File: config.mk
export PLATFORM = sky130hd
export DESIGN_NAME = sync_fifo_prog_flat
export DESIGN_NICKNAME = d
export VERILOG_FILES = /design/src/rtl/sync_fifo_pkg.sv /design/src/rtl/sync_fifo_prog_if.sv /design/src/rtl/sync_fifo_mem.sv /design/src/rtl/sync_fifo_prog.sv /design/src/flat_wrapper.sv
export SDC_FILE = /design/constraint.sdc
export NUM_CORES = 1
export LEC_CHECK = 0
export ABC_AREA = 1
export CORE_ASPECT_RATIO = 0.6
export CORE_UTILIZATION = 59
export CTS_BUF_LIST = sky130_fd_sc_hd__clkbuf_4 sky130_fd_sc_hd__clkbuf_8
export DETAILED_ROUTE_END_ITERATION = 8
export PLACE_DENSITY = 0.76
export SETUP_SLACK_MARGIN = 0.1
export SYNTH_ARGS = -nofsm -noshare
export SYNTH_HDL_FRONTEND = slang
export SYNTH_SLANG_ARGS = --single-unit
File: constraint.sdc
create_clock -name clk -period 2.2 [get_ports clk]
set_input_delay 0.55 -clock clk [delete_from_list [all_inputs] [get_ports clk]]
set_output_delay 0.55 -clock clk [all_outputs]
set_load 0.005 [all_outputs]
File: src/rtl/sync_fifo_pkg.sv
// Shared sizing helpers and types for sync_fifo_prog and its scoreboard.
package sync_fifo_pkg;

  function automatic int unsigned addr_w(input int unsigned depth);
    return $clog2(depth);
  endfunction

  // Level and threshold width: one extra bit so that level can reach FIFO_DEPTH.
  function automatic int unsigned cnt_w(input int unsigned depth);
    return $clog2(depth) + 1;
  endfunction

  typedef struct packed {
    logic overflow;
    logic underflow;
  } fifo_err_t;

  typedef enum logic [1:0] {
    OP_IDLE,
    OP_WR,
    OP_RD,
    OP_RDWR
  } fifo_op_t;

endpackage

File: src/rtl/sync_fifo_prog_if.sv
// Producer/consumer bus of sync_fifo_prog; master drives requests, slave is the FIFO.
interface sync_fifo_prog_if
  import sync_fifo_pkg::*;
#(
  parameter int unsigned FIFO_DEPTH = 16,
  parameter int unsigned DATA_WIDTH = 8
);
  localparam int unsigned CNT_W = cnt_w(FIFO_DEPTH);

  logic                  flush;
  logic                  wr_en;
  logic [DATA_WIDTH-1:0] data_in;
  logic                  rd_en;
  logic [DATA_WIDTH-1:0] data_out;
  logic                  rd_valid;
  logic                  full;
  logic                  empty;
  logic [CNT_W-1:0]      af_thresh;
  logic [CNT_W-1:0]      ae_thresh;
  logic                  almost_full;
  logic                  almost_empty;
  logic [CNT_W-1:0]      level;
  logic                  overflow;
  logic                  underflow;

  modport master (
    output flush, wr_en, data_in, rd_en, af_thresh, ae_thresh,
    input  data_out, rd_valid, full, empty, almost_full, almost_empty,
           level, overflow, underflow
  );

  modport slave (
    input  flush, wr_en, data_in, rd_en, af_thresh, ae_thresh,
    output data_out, rd_valid, full, empty, almost_full, almost_empty,
           level, overflow, underflow
  );

endinterface

File: src/rtl/sync_fifo_mem.sv
// FIFO storage: synchronous write port, asynchronous read port.
module sync_fifo_mem
  import sync_fifo_pkg::*;
#(
  parameter int unsigned FIFO_DEPTH = 16,
  parameter int unsigned DATA_WIDTH = 8
) (
  input  logic                          clk,
  input  logic                          we,
  input  logic [addr_w(FIFO_DEPTH)-1:0] waddr,
  input  logic [DATA_WIDTH-1:0]         wdata,
  input  logic [addr_w(FIFO_DEPTH)-1:0] raddr,
  output logic [DATA_WIDTH-1:0]         rdata
);

  logic [DATA_WIDTH-1:0] storage [FIFO_DEPTH];

  always_ff @(posedge clk) begin
    if (we) begin
      storage[waddr] <= wdata;
    end
  end

  assign rdata = storage[raddr];

endmodule

File: src/rtl/sync_fifo_prog.sv
// Synchronous FIFO with programmable almost flags, level output, sticky errors and flush.
// Define SYNC_FIFO_FWFT_EN for first-word-fall-through reads; default is registered read.
module sync_fifo_prog
  import sync_fifo_pkg::*;
#(
  parameter int unsigned FIFO_DEPTH = 16,
  parameter int unsigned DATA_WIDTH = 8
) (
  input  logic            clk,
  input  logic            rst,
  sync_fifo_prog_if.slave bus
);

  localparam int unsigned ADDR_W = addr_w(FIFO_DEPTH);
  localparam int unsigned CNT_W  = cnt_w(FIFO_DEPTH);
  localparam logic [CNT_W-1:0] DEPTH_LVL = CNT_W'(FIFO_DEPTH);

  if (FIFO_DEPTH < 2 || (FIFO_DEPTH & (FIFO_DEPTH - 1)) != 0) begin : g_bad_depth
    $error("sync_fifo_prog: FIFO_DEPTH must be a power of 2 and >= 2");
  end

  if ($bits(bus.data_in) != DATA_WIDTH || $bits(bus.level) != CNT_W) begin : g_bad_bus
    $error("sync_fifo_prog: interface parameters do not match the FIFO");
  end

  logic [ADDR_W:0]       wr_ptr;
  logic [ADDR_W:0]       rd_ptr;
  logic [CNT_W-1:0]      level_q;
  fifo_err_t             err_q;
  fifo_err_t             err_d;
  fifo_op_t              op;
  logic                  full_w;
  logic                  empty_w;
  logic                  wr_acc;
  logic                  rd_acc;
  logic [DATA_WIDTH-1:0] mem_rdata;

  // Acceptance uses the flags as they stand at the start of the cycle; flush masks both sides.
  always_comb begin
    full_w  = (level_q == DEPTH_LVL);
    empty_w = (level_q == '0);
    wr_acc  = bus.wr_en && !full_w  && !bus.flush;
    rd_acc  = bus.rd_en && !empty_w && !bus.flush;
  end

  always_comb begin
    op = OP_IDLE;
    unique case ({wr_acc, rd_acc})
      2'b10:   op = OP_WR;
      2'b01:   op = OP_RD;
      2'b11:   op = OP_RDWR;
      default: op = OP_IDLE;
    endcase
  end

  always_comb begin
    err_d = err_q;
    if (bus.flush) begin
      err_d = '0;
    end else begin
      if (bus.wr_en && full_w) err_d.overflow  = 1'b1;
      if (bus.rd_en && empty_w) err_d.underflow = 1'b1;
    end
  end

  always_ff @(posedge clk or posedge rst) begin
    if (rst) begin
      wr_ptr  <= '0;
      rd_ptr  <= '0;
      level_q <= '0;
    end else if (bus.flush) begin
      wr_ptr  <= '0;
      rd_ptr  <= '0;
      level_q <= '0;
    end else begin
      unique case (op)
        OP_WR: begin
          wr_ptr  <= wr_ptr + 1'b1;
          level_q <= level_q + 1'b1;
        end
        OP_RD: begin
          rd_ptr  <= rd_ptr + 1'b1;
          level_q <= level_q - 1'b1;
        end
        OP_RDWR: begin
          wr_ptr <= wr_ptr + 1'b1;
          rd_ptr <= rd_ptr + 1'b1;
        end
        default: ;
      endcase
    end
  end

  always_ff @(posedge clk or posedge rst) begin
    if (rst) begin
      err_q <= '0;
    end else begin
      err_q <= err_d;
    end
  end

  sync_fifo_mem #(
    .FIFO_DEPTH (FIFO_DEPTH),
    .DATA_WIDTH (DATA_WIDTH)
  ) u_mem (
    .clk   (clk),
    .we    (wr_acc),
    .waddr (wr_ptr[ADDR_W-1:0]),
    .wdata (bus.data_in),
    .raddr (rd_ptr[ADDR_W-1:0]),
    .rdata (mem_rdata)
  );

`ifdef SYNC_FIFO_FWFT_EN
  // Head word is presented directly; rd_en only acknowledges it.
  assign bus.data_out = empty_w ? '0 : mem_rdata;
  assign bus.rd_valid = !empty_w;
`else
  logic [DATA_WIDTH-1:0] data_q;
  logic                  rd_valid_q;

  always_ff @(posedge clk or posedge rst) begin
    if (rst) begin
      data_q     <= '0;
      rd_valid_q <= 1'b0;
    end else begin
      rd_valid_q <= rd_acc;
      if (rd_acc) begin
        data_q <= mem_rdata;
      end
    end
  end

  assign bus.data_out = data_q;
  assign bus.rd_valid = rd_valid_q;
`endif

  assign bus.full         = full_w;
  assign bus.empty        = empty_w;
  assign bus.level        = level_q;
  assign bus.almost_full  = (level_q >= bus.af_thresh);
  assign bus.almost_empty = (level_q <= bus.ae_thresh);
  assign bus.overflow     = err_q.overflow;
  assign bus.underflow    = err_q.underflow;

endmodule

File: src/flat_wrapper.sv
// flat-port wrapper written by rule: the top's interface ports become plain ports
module sync_fifo_prog_flat import sync_fifo_pkg::*;
#(
  parameter int unsigned FIFO_DEPTH = 16,
  parameter int unsigned DATA_WIDTH = 8
)
  (clk, rst, bus_flush, bus_wr_en, bus_data_in, bus_rd_en, bus_af_thresh, bus_ae_thresh, bus_data_out, bus_rd_valid, bus_full, bus_empty, bus_almost_full, bus_almost_empty, bus_level, bus_overflow, bus_underflow);
  sync_fifo_prog_if #(.FIFO_DEPTH(FIFO_DEPTH), .DATA_WIDTH(DATA_WIDTH)) bus_i ();
  input  logic clk;
  input  logic rst;
  input wire logic [$bits(bus_i.flush)-1:0] bus_flush;
  input wire logic [$bits(bus_i.wr_en)-1:0] bus_wr_en;
  input wire logic [$bits(bus_i.data_in)-1:0] bus_data_in;
  input wire logic [$bits(bus_i.rd_en)-1:0] bus_rd_en;
  input wire logic [$bits(bus_i.af_thresh)-1:0] bus_af_thresh;
  input wire logic [$bits(bus_i.ae_thresh)-1:0] bus_ae_thresh;
  output wire logic [$bits(bus_i.data_out)-1:0] bus_data_out;
  output wire logic [$bits(bus_i.rd_valid)-1:0] bus_rd_valid;
  output wire logic [$bits(bus_i.full)-1:0] bus_full;
  output wire logic [$bits(bus_i.empty)-1:0] bus_empty;
  output wire logic [$bits(bus_i.almost_full)-1:0] bus_almost_full;
  output wire logic [$bits(bus_i.almost_empty)-1:0] bus_almost_empty;
  output wire logic [$bits(bus_i.level)-1:0] bus_level;
  output wire logic [$bits(bus_i.overflow)-1:0] bus_overflow;
  output wire logic [$bits(bus_i.underflow)-1:0] bus_underflow;
  assign bus_i.flush = bus_flush;
  assign bus_i.wr_en = bus_wr_en;
  assign bus_i.data_in = bus_data_in;
  assign bus_i.rd_en = bus_rd_en;
  assign bus_i.af_thresh = bus_af_thresh;
  assign bus_i.ae_thresh = bus_ae_thresh;
  assign bus_data_out = bus_i.data_out;
  assign bus_rd_valid = bus_i.rd_valid;
  assign bus_full = bus_i.full;
  assign bus_empty = bus_i.empty;
  assign bus_almost_full = bus_i.almost_full;
  assign bus_almost_empty = bus_i.almost_empty;
  assign bus_level = bus_i.level;
  assign bus_overflow = bus_i.overflow;
  assign bus_underflow = bus_i.underflow;
  sync_fifo_prog #(.FIFO_DEPTH(FIFO_DEPTH), .DATA_WIDTH(DATA_WIDTH)) u_core (.clk(clk), .rst(rst), .bus(bus_i));
endmodule
==> flow_summary.toml <==
[run_status]
status = "finished with violations"
violations = "setup timing"

[yosys]
synth_area_leader_cell = "edfxtp_1"
synth_edf_count = 128
synthArstFlopShare_pct = 15.8
synthFlopType = "edfxtp_1"
yosysWarnings = 0
synth_top_area_share_pct = 56.9
synth-seq-cells = 152
syn_avg_cell_area_sq_um = 10.8
postSynthCellCount = 625
yosysSeqAreaShare_pct = 65.8
synthesis.area_sq_um = 6750
yosysUniqueCellTypes = 30
synth_area_leaders = "edfxtp_1 (57%), dfrtp_1 (8.9%), nand2_1 (7.3%)"
syn-num-nets = 667

[layout]
fin_area_sq_um = 8300
num-fill-cells = 656
layout-drive-gt1-share_pct = 22.0
fin_nets = 770
synthToLayoutAreaGrowth_pct = 22.8
final_common_cell = "edfxtp_1"
antennaDiodeCount = 0
layout_common_cells = "edfxtp_1 (128), nand2_1 (124), nor2_1 (113), buf_4 (60), nand3_1 (55)"

[sta]
worstMarginPinSlew_ns = 0.640
final_hold_viol_count = 0
setup_violations = 4
drv_slew = 0
period_needed_ns = 2.36
max_freq_mhz = 424
rsz0062_at_grt = "yes"
timing.final.ws_setup_ns = -0.159
relSlewSlack_pct = 57.2
fin_skew_ns = 0.0169
finalCritPeriodShare_pct = 107

[power_and_ir_drop]
p_comb_share_pct = 35.3
switchingPower_w = 0.00294
seqPwrFrac_pct = 39.4
power_density_nw_per_um2 = 1050
power_w = 0.00874
power.leakage_nw = 3.29
clkPwrFrac_pct = 25.3
switching_share_pct = 33.7
ir_drop_mv = 0.668
internal_power_w = 0.00580

[global_routing]
grt_first_pass_wirelength_microns = 25400
use_met1_pct = 41.3
grt_pass1_vias = 4896
grt_use_met2_pct = 43.8
top_usage_layer = "met2"
track_usage_pct = 29.3
use_met3_pct = 9.65
antenna_found_initial = 1
grt_overflow = 0
grt_max_degree = 36

[floorplan]
ios = 43
dieWidth_microns = 140
die_y_microns = 84.9
rows = 29
die_area_sq_um = 11900
initial_utilization_pct = 62.3
coreArea_sq_um = 10800

[route]
wl_per_cell_microns = 18.6
num_vias = 5015
ant_nets = 0
first_pass_iters = 5
wirelength_microns = 16300
drt-initial-drc-count = 321
drcViolationCount = 0
viasPerCell = 5.70

[worst_setup_path]
crit_path_start_kind = "register"
criticalPathCategory = "reg2out"
crit_required_ns = 1.65
slowest_stage = "dfrtp_1"
critPathCaptureType = "output pin"
crit_fanout = 2
critPathMaxStageDelay_ns = 0.40
worstPathCellList = "inv_2, ha_4, o21ai_2, nand2_2, nand2_2, nand2_2, a21oi_2, o21bai_1, buf_2"
arrival_ns = 1.81
reg2reg_setup_slack_ns = -0.05
cpMostUsedCell = "nand2_2"

[placed_design]
globalplace.congestion = 0.871
hpwl_microns = 10700
place_area_sq_um = 7580
portBuffers = 42

[clock_network]
clockBufferDepth = 2
clock-sinks = 152
htreeDepth = 4
cts_hold_buf = 0
worstSkewPairLatency_ns = 0.45
cts_inserted_buffers = 17
clkTransAtPathRegs_ns = 0.08
clock-root-buffer = "clkbuf_8"
cts_tree = "yes"

[flow_run]
drv_cap = 0

[hold_path]
min_path_type = "in2async"
## cells by family after synthesis
family | Yosys count | share of synthesized area (%)
flops | 152 | 65.8
simple gates | 322 | 20.2
compound gates | 73 | 5.47
xor+xnor | 2 | 0.259
fa+ha+maj | 19 | 3.63
buf+inv | 57 | 4.59
## sequential cells by signal, summed over array words and instances (netlist names)
signal	cells
u_core.bus.rd_valid	1
u_core.bus.underflow	1
u_core.rd_ptr	4
u_core.bus.overflow	1
u_core.bus.level	5
u_core.bus.data_out	8
u_core.wr_ptr	4
u_core.u_mem.storage	128
## power by group through the flow
stage | sequential [W] | clock (W) | combinational (W)
2_1_floorplan | 0.00347 | 0 | 0.00163
3_3_place_gp | 0.00347 | 0 | 0.00247
3_5_place_dp | 0.00348 | 0 | 0.00258
4_1_cts | 0.00344 | 0.00221 | 0.00283
5_1_grt | 0.00346 | 0.00235 | 0.00337
6_report | 0.00344 | 0.00221 | 0.00309
## metrics by stage
| step | utilization (%) | hold slack, ns | TNS, ns | std cells | setup WS [ns] |
|---|---|---|---|---|---|
| final | 76.5 | 0.462 | -0.320 | 880 | -0.159 |
| after detailed placement | 69.9 | 0.470 | -17.18 | 837 | -0.660 |
| after global placement | 69.9 | 0.465 | -14.09 | 837 | -0.622 |
| after floorplan | - | 0.472 | 0 | 625 | 0.182 |
| after CTS | 75.4 | 0.454 | -0.174 | 877 | -0.135 |
| after global routing | 76.5 | 0.494 | -0.674 | 880 | -0.269 |
## critical path, delay by kind of cell (launching register included)
kind / cells / cell delay (ns)
DFF: 1 / 0.40
AOI/OAI and AO/OA: 3 / 0.34
buffers and inverters: 2 / 0.22
and+or+nand+nor: 3 / 0.21
adders and majority gates: 1 / 0.20
## per-layer routing
layer  wire length, microns  up-vias
li1                       -     2331
met1                   7230     2409
met2                   7290      238
met3                   1460       35
met4                    329        2
met5                     13        -
## cell usage after synthesis, types with 2 or more instances
| cell | instances |
|---|---|
| dfrtp_1 | 24 |
| inv_1 | 25 |
| clkbuf_1 | 3 |
| o21ai_0 | 25 |
| nor2_2 | 2 |
| buf_6 | 9 |
| nor2_1 | 116 |
| buf_2 | 8 |
| edfxtp_1 | 128 |
| nand3_1 | 56 |
| buf_4 | 5 |
| clkinv_1 | 2 |
| inv_2 | 4 |
| o21ai_1 | 36 |
| nor2_4 | 2 |
| nand2_1 | 132 |
| nor3_1 | 3 |
| nand2_2 | 5 |
| nand2_4 | 2 |
| a21oi_1 | 10 |
| ha_1 | 18 |
| nand3_4 | 2 |
## layout make-up
cell class / count / area [sq um] / share of cell area, %
clock buffers: 20 / 256 / 3.09
clock inverters: 12 / 153 / 1.84
inverters: 31 / 119 / 1.43
multi-input cells: 416 / 2200 / 26.6
flip-flops and latches: 152 / 4450 / 53.6
well taps: 139 / 174 / 2.10
repair buffers: 110 / 940 / 11.3
## timing repair
item | CTS | global route
pin swaps | 19 | 13
gates resized for setup | 55 | 25
buffers inserted | 9 | 4
endpoints found under the setup margin | 6 | 40
## final timing paths
kind | start | depth (start not counted) | end
worst max-delay path | u_core.bus.level[0]$_DFFE_PP0P_ | 9 | bus_almost_full
min in group clk | u_core.bus.data_out[2]$_DFFE_PP0P_ | 2 | u_core.bus.data_out[2]$_DFFE_PP0P_
worst max register to register | u_core.bus.level[1]$_DFFE_PP0P_ | 18 | u_core.bus.level[4]$_DFFE_PP0P_
max in group asynchronous | rst | 3 | u_core.bus.level[2]$_DFFE_PP0P_
worst min register to register | u_core.bus.data_out[2]$_DFFE_PP0P_ | 2 | u_core.bus.data_out[2]$_DFFE_PP0P_
worst min-delay path | rst | 3 | u_core.bus.data_out[7]$_DFFE_PP0P_
(Power assumes the default switching activity.)
